<file path="config.mk">
export PLATFORM = sky130hd
export DESIGN_NAME = scurve_sweep_engine
export DESIGN_NICKNAME = d
export VERILOG_FILES = /design/src/rtl/scurve_sweep_engine.sv
export SDC_FILE = /design/constraint.sdc
export NUM_CORES = 1
export LEC_CHECK = 0
export BUFFER_PORTS_ARGS = -buffer_cell sky130_fd_sc_hd__buf_2
export CORE_AREA = 10 10 153 155
export CTS_CLUSTER_DIAMETER = 50
export DETAILED_ROUTE_END_ITERATION = 8
export DIE_AREA = 0 0 163 165
export GPL_TIMING_DRIVEN = 0
export PLACE_DENSITY = 0.79
export SYNTH_ARGS = -nofsm -noshare
export SYNTH_HDL_FRONTEND = slang
export SYNTH_SLANG_ARGS = --single-unit
</file>
<file path="constraint.sdc">
create_clock -name Clk -period 6.1 [get_ports Clk]
set_clock_uncertainty 0.15 [all_clocks]
set_input_delay 0.61 -clock Clk [delete_from_list [all_inputs] [get_ports Clk]]
set_output_delay 0.61 -clock Clk [all_outputs]
set_load 0.005 [all_outputs]
</file>
<file path="src/rtl/scurve_sweep_engine.sv">
// rtl/scurve_sweep_engine.sv - S-curve threshold sweep sequencer with framed USB FIFO output
module scurve_sweep_engine #(
  parameter int CHN_NUM   = 64,
  parameter int CHN_WIDTH = 6,
  parameter int DAC_WIDTH = 10,
  parameter int CNT_WIDTH = 16,
  parameter int TRIG_NUM  = 3
) (
  input  logic                 Clk,
  input  logic                 reset,
  input  logic                 Test_Start,
  input  logic                 Test_Abort,
  input  logic                 Single_or_AllChn,
  input  logic [CHN_WIDTH-1:0] SingleTest_Chn,
  input  logic [DAC_WIDTH-1:0] Dac_Start,
  input  logic [DAC_WIDTH-1:0] Dac_Stop,
  input  logic [DAC_WIDTH-1:0] Dac_Step,
  input  logic [CNT_WIDTH-1:0] CPT_MAX,
  input  logic [1:0]           Trig_Sel,
  input  logic [TRIG_NUM-1:0]  trigger_b,
  input  logic                 CLK_EXT,
  input  logic                 Microroc_Config_Done,
  output logic                 SC_Param_Load,
  output logic [CHN_NUM-1:0]   Microroc_CTest_Chn_Out,
  output logic [DAC_WIDTH-1:0] Microroc_DAC_Out,
  input  logic                 usb_data_fifo_full,
  output logic                 usb_data_fifo_wr_en,
  output logic [15:0]          usb_data_fifo_wr_din,
  output logic                 Test_Busy,
  output logic                 SCurve_Test_Done
);

  typedef enum logic [3:0] {
    S_IDLE, S_HEADER, S_LOAD, S_WAIT_CFG, S_COUNT,
    S_WR_ID, S_WR_WIN, S_WR_TRIG, S_TAIL, S_DONE
  } state_t;

  localparam logic [CHN_NUM-1:0]   LP_ONE_HOT  = CHN_NUM'(1);
  localparam logic [CHN_WIDTH-1:0] LP_CHN_LAST = CHN_WIDTH'(CHN_NUM - 1);

  state_t               r_state;
  logic [2:0]           r_ext_sync;
  logic                 r_ext_edge;
  logic [TRIG_NUM-1:0]  r_trg_s1, r_trg_s2, r_trg_s3, r_trg_edge;
  logic [CHN_WIDTH-1:0] r_chn, r_chn_last;
  logic [DAC_WIDTH-1:0] r_dac, r_dac_start, r_dac_stop, r_dac_step;
  logic [CNT_WIDTH-1:0] r_cpt, r_win, r_trig;
  logic [1:0]           r_sel;
  logic                 r_busy, r_done, r_load;
  logic [CHN_NUM-1:0]   r_ctest;
  logic [DAC_WIDTH-1:0] r_dac_out;

  logic                 w_sel_edge;
  logic [DAC_WIDTH:0]   w_dac_sum;
  logic                 w_dac_more, w_chn_more;
  logic [CNT_WIDTH-1:0] w_win_inc;
  logic                 w_wr_state, w_wr_fire;
  logic [15:0]          w_wr_din;
  logic [CHN_WIDTH-1:0] w_single_chn;
  logic [1:0]           w_sel;

  // Two-flop synchronisers followed by a registered edge detect (3-cycle event latency)
  always_ff @(posedge Clk or posedge reset) begin
    if (reset) begin
      r_ext_sync <= '0;
      r_ext_edge <= 1'b0;
      r_trg_s1   <= '1;
      r_trg_s2   <= '1;
      r_trg_s3   <= '1;
      r_trg_edge <= '0;
    end else begin
      r_ext_sync <= {r_ext_sync[1:0], CLK_EXT};
      r_ext_edge <= r_ext_sync[1] & ~r_ext_sync[2];
      r_trg_s1   <= trigger_b;
      r_trg_s2   <= r_trg_s1;
      r_trg_s3   <= r_trg_s2;
      r_trg_edge <= r_trg_s3 & ~r_trg_s2;
    end
  end

  always_comb begin
    w_sel_edge = 1'b0;
    for (int i = 0; i < TRIG_NUM; i++) begin
      if (r_sel == i[1:0]) w_sel_edge = r_trg_edge[i];
    end
  end

  assign w_dac_sum    = {1'b0, r_dac} + {1'b0, r_dac_step};
  assign w_dac_more   = !w_dac_sum[DAC_WIDTH] && (w_dac_sum[DAC_WIDTH-1:0] <= r_dac_stop);
  assign w_chn_more   = (r_chn != r_chn_last);
  assign w_win_inc    = r_win + CNT_WIDTH'(1);
  assign w_single_chn = (int'(SingleTest_Chn) >= CHN_NUM) ? LP_CHN_LAST : SingleTest_Chn;
  assign w_sel        = (int'(Trig_Sel) >= TRIG_NUM) ? 2'd0 : Trig_Sel;

  assign w_wr_state = (r_state == S_HEADER) || (r_state == S_WR_ID) || (r_state == S_WR_WIN) ||
                      (r_state == S_WR_TRIG) || (r_state == S_TAIL);
  // An abort in the same cycle drops the pending write
  assign w_wr_fire  = w_wr_state && !usb_data_fifo_full && !Test_Abort;

  always_comb begin
    w_wr_din = 16'h0000;
    case (r_state)
      S_HEADER:  w_wr_din = 16'h5343;
      S_WR_ID:   w_wr_din = 16'({r_chn, r_dac});
      S_WR_WIN:  w_wr_din = 16'(r_win);
      S_WR_TRIG: w_wr_din = 16'(r_trig);
      S_TAIL:    w_wr_din = 16'h4544;
      default:   w_wr_din = 16'h0000;
    endcase
  end

  always_ff @(posedge Clk or posedge reset) begin
    if (reset) begin
      r_state     <= S_IDLE;
      r_chn       <= '0;
      r_chn_last  <= '0;
      r_dac       <= '0;
      r_dac_start <= '0;
      r_dac_stop  <= '0;
      r_dac_step  <= '0;
      r_cpt       <= '0;
      r_win       <= '0;
      r_trig      <= '0;
      r_sel       <= '0;
      r_busy      <= 1'b0;
      r_done      <= 1'b0;
      r_load      <= 1'b0;
      r_ctest     <= '0;
      r_dac_out   <= '0;
    end else if ((r_state != S_IDLE) && Test_Abort) begin
      r_state   <= S_IDLE;
      r_busy    <= 1'b0;
      r_done    <= 1'b0;
      r_load    <= 1'b0;
      r_ctest   <= '0;
      r_dac_out <= '0;
    end else begin
      r_load <= 1'b0;
      r_done <= 1'b0;
      case (r_state)
        S_IDLE: if (Test_Start) begin
          r_chn       <= Single_or_AllChn ? '0 : w_single_chn;
          r_chn_last  <= Single_or_AllChn ? LP_CHN_LAST : w_single_chn;
          r_dac       <= Dac_Start;
          r_dac_start <= Dac_Start;
          r_dac_stop  <= Dac_Stop;
          r_dac_step  <= (Dac_Step == '0) ? DAC_WIDTH'(1) : Dac_Step;
          r_cpt       <= CPT_MAX;
          r_sel       <= w_sel;
          r_busy      <= 1'b1;
          r_state     <= S_HEADER;
        end
        S_HEADER: if (w_wr_fire) r_state <= S_LOAD;
        S_LOAD: begin
          r_ctest   <= LP_ONE_HOT << r_chn;
          r_dac_out <= r_dac;
          r_load    <= 1'b1;
          r_state   <= S_WAIT_CFG;
        end
        S_WAIT_CFG: if (Microroc_Config_Done) begin
          r_win   <= '0;
          r_trig  <= '0;
          r_state <= S_COUNT;
        end
        S_COUNT: begin
          if (r_cpt == '0) begin
            r_state <= S_WR_ID;
          end else begin
            if (r_ext_edge) r_win <= w_win_inc;
            if (w_sel_edge && (r_trig != '1)) r_trig <= r_trig + CNT_WIDTH'(1);
            if (r_ext_edge && (w_win_inc == r_cpt)) r_state <= S_WR_ID;
          end
        end
        S_WR_ID:  if (w_wr_fire) r_state <= S_WR_WIN;
        S_WR_WIN: if (w_wr_fire) r_state <= S_WR_TRIG;
        S_WR_TRIG: if (w_wr_fire) begin
          if (w_dac_more) begin
            r_dac   <= w_dac_sum[DAC_WIDTH-1:0];
            r_state <= S_LOAD;
          end else if (w_chn_more) begin
            r_chn   <= r_chn + CHN_WIDTH'(1);
            r_dac   <= r_dac_start;
            r_state <= S_LOAD;
          end else begin
            r_state <= S_TAIL;
          end
        end
        S_TAIL: if (w_wr_fire) begin
          r_done  <= 1'b1;
          r_state <= S_DONE;
        end
        S_DONE: begin
          r_busy    <= 1'b0;
          r_ctest   <= '0;
          r_dac_out <= '0;
          r_state   <= S_IDLE;
        end
        default: r_state <= S_IDLE;
      endcase
    end
  end

  assign SC_Param_Load          = r_load;
  assign Microroc_CTest_Chn_Out = r_ctest;
  assign Microroc_DAC_Out       = r_dac_out;
  assign usb_data_fifo_wr_en    = w_wr_fire;
  assign usb_data_fifo_wr_din   = w_wr_din;
  assign Test_Busy              = r_busy;
  assign SCurve_Test_Done       = r_done;

endmodule
</file>
==> results of run 1 <==
==> layout make-up <==
type	instances	area (um2)
inverters	31	120
well taps	270	338
diodes	1	2.50
repair buffers	163	891
clock buffers	17	425
fillers	1696	7840
multi-input cells	775	5040
clock inverters	15	215
plain buffers	75	312
flip-flops and latches	199	4990
==> power by group <==
group	internal, mW	total, mW	leakage [nW]	switching (mW)
registers	1.62	1.91	2.58	0.297
logic	1.08	2.66	2.85	1.58
clock network	0.580	1.20	0.309	0.623
==> cells by family after synthesis <==
group	count (synthesis)	share of synthesized area [%]
mux	70	7.40
compound gates	277	17.2
xor+xnor	40	3.35
flops	199	47.8
simple gates	358	16.6
fa+ha+maj	30	3.64
buf+inv	106	4.09
==> layer usage <==
metal  GRT usage [%]  vias to the layer above  routed length (um)
met5               0                        -                  13
met4            9.43                        2                1010
met3            5.58                       73                2750
met2            35.7                      494               14500
met1            29.3                     4446               12400
li1                -                     4239                   -
==> state kept, by name, summed over array words and instances (netlist names), 2 cells and up <==
| name | flops |
|---|---|
| r_dac_start | 10 |
| r_dac_step | 10 |
| r_trg_s1 | 3 |
| r_dac | 10 |
| r_cpt | 16 |
| r_chn | 6 |
| r_sel | 2 |
| r_trg_s3 | 3 |
| r_dac_stop | 10 |
| r_chn_last | 6 |
| Microroc_DAC_Out | 10 |
| r_trg_s2 | 3 |
| r_ext_sync | 3 |
| r_win | 16 |
| Microroc_CTest_Chn_Out | 64 |
| r_trg_edge | 3 |
| r_state | 4 |
| r_trig | 16 |
==> final timing paths <==
path	slack (ps)	depth (start not counted)	endpoint	from
min in group Clk	100	1	r_trg_s1[0]$_DFF_PP1_	trigger_b[0]
hold reg to reg	200	0	r_ext_sync[1]$_DFF_PP0_	r_ext_sync[0]$_DFF_PP0_
setup reg to reg	1730	16	r_state[3]$_DFFE_PP0P_	r_dac[0]$_DFFE_PP0P_
setup / recovery	1730	16	r_state[3]$_DFFE_PP0P_	r_dac[0]$_DFFE_PP0P_
hold / removal	100	2	r_cpt[14]$_DFFE_PP0P_	reset
max in group asynchronous	4340	6	Microroc_CTest_Chn_Out[62]$_DFFE_PP0P_	reset
==> metrics by stage <==
stage / hold WS (ps) / total power, mW / instance area (um2) / worst slack (ps) / utilization (%)
5_1_grt: 88.9 / 6.16 / 12300 / 1570 / 61.1
4_1_cts: 90.7 / 5.74 / 12300 / 1790 / 61.1
2_1_floorplan: 181 / 3.73 / 10500 / 2380 / -
6_report: 102 / 5.78 / 12300 / 1730 / 61.1
3_5_place_dp: 186 / 4.52 / 11700 / 1830 / 57.9
3_3_place_gp: 191 / 4.41 / 11600 / 1580 / 57.4
==> worst reg2reg max path, cell delays in order, from the launching register on <==
cell and delay [ps]:
sky130_fd_sc_hd__dfrtp_1 490, sky130_fd_sc_hd__ha_1 300, sky130_fd_sc_hd__inv_1 80, sky130_fd_sc_hd__fa_1 210
sky130_fd_sc_hd__nor2b_1 70, sky130_fd_sc_hd__o31a_1 280, sky130_fd_sc_hd__o211a_1 280, sky130_fd_sc_hd__or3_1 330
sky130_fd_sc_hd__and2_1 180, sky130_fd_sc_hd__ha_1 290, sky130_fd_sc_hd__nand4_1 120, sky130_fd_sc_hd__a31oi_1 230
sky130_fd_sc_hd__o21a_1 200, sky130_fd_sc_hd__buf_2 230, sky130_fd_sc_hd__nor2_1 120, sky130_fd_sc_hd__or4_1 500
sky130_fd_sc_hd__o31ai_1 230
==> cells in the final DEF (no fill, tap or decap), types with 5 or more instances in the layout <==
cell                        netlist  routed
sky130_fd_sc_hd__nand2_1         73      73
sky130_fd_sc_hd__a21oi_1         39      39
sky130_fd_sc_hd__nand3_1         32      32
sky130_fd_sc_hd__mux2_2          57      57
sky130_fd_sc_hd__xor2_1          18      18
sky130_fd_sc_hd__and2_1           8       8
sky130_fd_sc_hd__buf_12           0       5
sky130_fd_sc_hd__a22oi_1         76      76
sky130_fd_sc_hd__dfrtp_1        190     190
sky130_fd_sc_hd__buf_2           12     170
sky130_fd_sc_hd__o21a_1           6       6
sky130_fd_sc_hd__nand2b_1         9       9
sky130_fd_sc_hd__o21bai_1         6       6
sky130_fd_sc_hd__nor2_1         132     132
sky130_fd_sc_hd__and3_1          12      12
sky130_fd_sc_hd__inv_12           0       5
sky130_fd_sc_hd__buf_1            8       8
sky130_fd_sc_hd__mux2i_1         12      12
sky130_fd_sc_hd__clkbuf_16        0      17
sky130_fd_sc_hd__a31oi_1         21      21
sky130_fd_sc_hd__nor3_1          23      23
sky130_fd_sc_hd__o21ai_0         75      75
sky130_fd_sc_hd__clkbuf_1        51      51
sky130_fd_sc_hd__nor2b_1         12      12
sky130_fd_sc_hd__inv_1           30      29
sky130_fd_sc_hd__xnor2_1         22      22
sky130_fd_sc_hd__dfstp_2          9       9
sky130_fd_sc_hd__nand4_1         15      15
sky130_fd_sc_hd__a21o_1           6       6
sky130_fd_sc_hd__ha_1            28      28
sky130_fd_sc_hd__o31ai_1          9       9
sky130_fd_sc_hd__nor4_1          11      10
==> impl_results.md, run 1 <==
- Result of the run: finished clean
- Part of the Yosys area used for sequential elements: 47.8%
- Slowest cell on the critical path: sky130_fd_sc_hd__dfrtp_1
- Initial core utilization: 51.8%
- Cell chain of the critical path: ha_1 -> inv_1 -> fa_1 -> nor2b_1 -> o31a_1 -> o211a_1 -> or3_1 -> and2_1 -> ha_1 -> nand4_1 -> a31oi_1 -> o21a_1 -> buf_2 -> nor2_1 -> or4_1 -> o31ai_1
- Buffers from clock root to sink, at most: 2
- Drt via density: 5.99
- Slew Viols, Final: 0
- Net Count, Synth: 1,174
- Largest driver fanout on the critical path: 10
- PostCTS Resize Cnt: 0
- Layout cells sized above 1: 23.1%
- GRT overflow: 0
- Leakage component of the power: 5.73 nW
- TritonCTS buffer count: 17
- Number of enable flip-flop cells after synthesis: 0
- Number of design-rule violations left by the first detailed-router iteration: 979
- Number of placed I/O pins: 159
- Slew @ Worst Pin: 998 ps
- Vias in the first global route: 8,971
- Hold buffers post-CTS: 0
- Antenna violations before repair: 2
- Cell type with the highest aggregate area in the netlist: sky130_fd_sc_hd__dfrtp_1
- Cell with the most instances after synthesis: sky130_fd_sc_hd__dfrtp_1
- Number of flip-flops and latches in the synthesized netlist: 199
- Die Span X: 163 um
- Post-route antenna net violation count: 0
- YS warnings: 0
- IO buf count: 157
- Worst setup path class: register to register
- Worst relative slew slack: 32.9%
- Netlist Area Pre-Place: 10,500 um2
- DRC violation count after routing: 0
- Share of synthesized flip-flops with an asynchronous set or reset: 100%
- Peak supply drop: 0.000453 V
- Setup TNS Final: 0 ps
- Type of the tightest min-delay check: input port to async pin
- Via count of the routed design: 9,254
- Critical path's top delay family: simple AND/OR/NAND/NOR gates
- GRT Overall Usage: 22.7%
- Post-Synthesis Mean Instance Area: 9.68 um2
- Final hold vios: 0
- Worst endpoint required time: 6300 ps
- Distinct cells, synth: 71
- Final cell count without fillers: 1,546
- Buffers and inverters on the worst path: 2
- Pwr dens: 469 nW/um2
- NumNets Final: 1,356
- Placer's final routability congestion estimate: 0.955
- Site Rows: 52
- Most numerous cell types in the synthesized netlist: sky130_fd_sc_hd__dfrtp_1, sky130_fd_sc_hd__nor2_1, sky130_fd_sc_hd__a22oi_1
- Flip-flop cell with the highest count after synthesis: sky130_fd_sc_hd__dfrtp_1
- WL final: 30,700 um
- CTS H-tree lvls: 4
- Placeable core region: 20,200 um2
- Area share of the largest cell type after synthesis: 45.5%
- Max-cap violations: 0
- Buffer count from post-CTS setup fixing: 0
- Highest achievable clock rate: 229 MHz
- Worst-skew pair later-pin latency: 450 ps
- Final critical path time including I/O delays and setup: 4370 ps
- First-pass GRT wire length: 48,600 um
- Layout area overhead: 18.0%
- CTS Root Cell: sky130_fd_sc_hd__clkbuf_16
- Maximum cell stage delay along the critical path: 490 ps
- CTS tree: built
- Half-perimeter wire length after placement: 22,700 um
- Top cell by count, worst path: sky130_fd_sc_hd__ha_1
- Synthesized instance count: 1,080
- Maximum number of pins on one net before global-route repair: 41
- Post-route clock period utilization: 71.6%
- Post-CTS clock slew at the launch and capture registers of the worst setup and hold paths: 80 ps
- Routed wire per std cell: 19.9 um
- Floorplan die area: 26,900 um2
- Final setup vio count: 0
- Startpoint class of the critical path: register
- Worst Setup End Kind: register
- Unrepaired setup endpoints after global routing: no
- Number of detailed-route iterations in the first pass: 7
- Number of placed instances, taps included: 1,513
- Top post-synthesis cells by area: sky130_fd_sc_hd__dfrtp_1, sky130_fd_sc_hd__mux2_2, sky130_fd_sc_hd__a22oi_1
- Die Y-Extent: 165 um
- Clock sink count: 199
- Data arrival, critical path: 4570 ps
No activity file was read; power rests on OpenSTA's default activity.
==> inputs of run 2 (changes only) <==
==> constraint.sdc (replaced) <==
create_clock -name Clk -period 3.65 [get_ports Clk]
set_clock_uncertainty 0.15 [all_clocks]
set_input_delay 0.365 -clock Clk [delete_from_list [all_inputs] [get_ports Clk]]
set_output_delay 0.365 -clock Clk [all_outputs]
set_load 0.005 [all_outputs]
==> impl_results.md, run 2 (synthesis gave the netlist of run 1 again) <==
- Type of the tightest min-delay check: input port to register
- Number of flip-flops in the largest register: 64
- Max-cap violations: 0
- Area used by sequential logic in the layout: 5000 um2
- Worst-skew pair later-pin latency: 460 ps
- Peak supply drop: 0.000814 V
- Worst endpoint required time: 3870 ps
- Final critical path time including I/O delays and setup: 3930 ps
- Commonest non-fill, non-tap cell in the layout: sky130_fd_sc_hd__dfrtp_1
- Number of placed I/O pins: 159
- Slew Viols, Final: 0
- First-pass GRT wire length: 51,800 um
- Area of placed instances: 11,700 um2
- Data arrival, critical path: 4150 ps
- Fin worst setup slack: -282 ps
- WL final: 32,600 um
- Slew @ Worst Pin: 1070 ps
- Initial core utilization: 51.8%
- NumNets Final: 1,410
- Highest achievable clock rate: 254 MHz
- Unrepaired setup endpoints after global routing: yes
- GRT Overall Usage: 24.1%
- Post-route standard cell area excluding fillers: 13,100 um2
- Multi-input combinational cell area: 5210 um2
- Number of detailed-route iterations in the first pass: 6
- Maximum number of pins on one net before global-route repair: 40
- CTS tree: built
- CTS Root Cell: sky130_fd_sc_hd__clkbuf_16
- Final hold vios: 0
- Slowest cell on the critical path: sky130_fd_sc_hd__dfrtp_2
- Via count of the routed design: 9,605
- Largest driver fanout on the critical path: 5
- Result of the run: finished, violations left
- Pre-CTS setup slack: -548 ps
- Layout cells sized above 1: 26.1%
- Clock sink count: 199
- Half-perimeter wire length after placement: 23,000 um
- Highest-count cells in the layout ignoring fill and taps: sky130_fd_sc_hd__dfrtp_1, sky130_fd_sc_hd__buf_2, sky130_fd_sc_hd__nor2_1
- Post-route clock period utilization: 108%
- Antenna violations before repair: 1
- Site Rows: 52
- Maximum cell stage delay along the critical path: 450 ps
- Routed wire per std cell: 20.4 um
- Utilization after layout: 64.8%
- CTS H-tree lvls: 4
- Floorplan die area: 26,900 um2
- IO buf count: 157
- Vias in the first global route: 9,484
- Leakage component of the power: 6.05 nW
- Placer's final routability congestion estimate: 0.943
- Cell chain of the critical path: ha_4 -> inv_4 -> fa_2 -> nor2b_2 -> o31a_1 -> o211a_1 -> or3_1 -> and2_1 -> ha_1 -> nand4_1 -> a31oi_1 -> o21a_2 -> buf_6 -> buf_12 -> o211ai_4 -> a21boi_4 -> mux2i_1
- DRC violation count after routing: 0
- Critical path's top delay family: compound AO/OA/AOI/OAI gates
- Drt via density: 6.00
- Die Span X: 163 um
- Startpoint class of the critical path: register
- Failing checks: negative setup slack
- TritonCTS buffer count: 17
- Worst setup path class: register to register
- Placeable core region: 20,200 um2
- Power Total: 10.7 mW
- Post-CTS clock slew at the launch and capture registers of the worst setup and hold paths: 80 ps
- Final setup vio count: 17
- Buffers and inverters on the worst path: 3
- Worst relative slew slack: 28.1%
- Number of inserted filler cells in the final layout: 1,602
- Number of design-rule violations left by the first detailed-router iteration: 1,014
- GRT overflow: 0
- Layout area overhead: 25.1%
- Pwr dens: 818 nW/um2
- Die Y-Extent: 165 um
- Post-route antenna net violation count: 0
- Worst Setup End Kind: register
- Buffers from clock root to sink, at most: 2
==> run 2: layout make-up <==
class	instances	area share, %
repair buffers	217	10.8
multi-input cells	775	39.9
clock inverters	15	1.72
clock buffers	17	3.25
well taps	270	2.58
flip-flops and latches	199	38.2
diodes	2	0.0383
inverters	31	0.938
plain buffers	75	2.53
==> run 2: path summary, 6_finish.rpt <==
kind | to | slack (ps) | from | depth (start not counted)
setup / recovery | r_chn[2]$_DFFE_PP0P_ | -280 | r_dac[0]$_DFFE_PP0P_ | 17
setup reg to reg | r_chn[2]$_DFFE_PP0P_ | -280 | r_dac[0]$_DFFE_PP0P_ | 17
min in group asynchronous | r_cpt[13]$_DFFE_PP0P_ | 390 | reset | 3
hold / removal | r_dac_step[1]$_DFFE_PP0P_ | 20 | Dac_Step[1] | 2
hold reg to reg | r_trg_s2[2]$_DFF_PP1_ | 200 | r_trg_s1[2]$_DFF_PP1_ | 0
max in group asynchronous | Microroc_CTest_Chn_Out[0]$_DFFE_PP0P_ | 1860 | reset | 6
==> run 2: timing repair <==
item	CTS	global route
setup buffers	19	1
endpoints found under the hold margin	59	0
gates resized for setup	43	13
pin swaps	11	9
hold buffers	35	0
endpoints found under the setup margin	18	18
cloned	0	0
==> run 2: power breakdown <==
part           leakage, nW  internal [mW]  switching [mW]  total [mW]
clock                0.316          0.979            1.09        2.07
sequential            2.57           2.71           0.478        3.19
combinational         3.16           2.40            3.03        5.43
==> run 2: routing by layer <==
layer,GRT usage (%),part of all wire (%),vias to the layer above
met1,30.3,40,4643
met4,10.3,3.8,0
met3,5.80,8.5,105
li1,-,-,4353
met2,39.1,48,504
met5,0,0,-
==> run 2: through the flow <==
| step | hold WS (ps) | instances | TNS (ps) |
|---|---|---|---|
| CTS | 1.40 | 1598 | -2570 |
| global route | 18.9 | 1599 | -6360 |
| floorplan | 181 | 1080 | -0.0124 |
| global placement | 190 | 1507 | -123190 |
| detailed placement | 194 | 1512 | -7640 |
| finish | 15.2 | 1601 | -3740 |
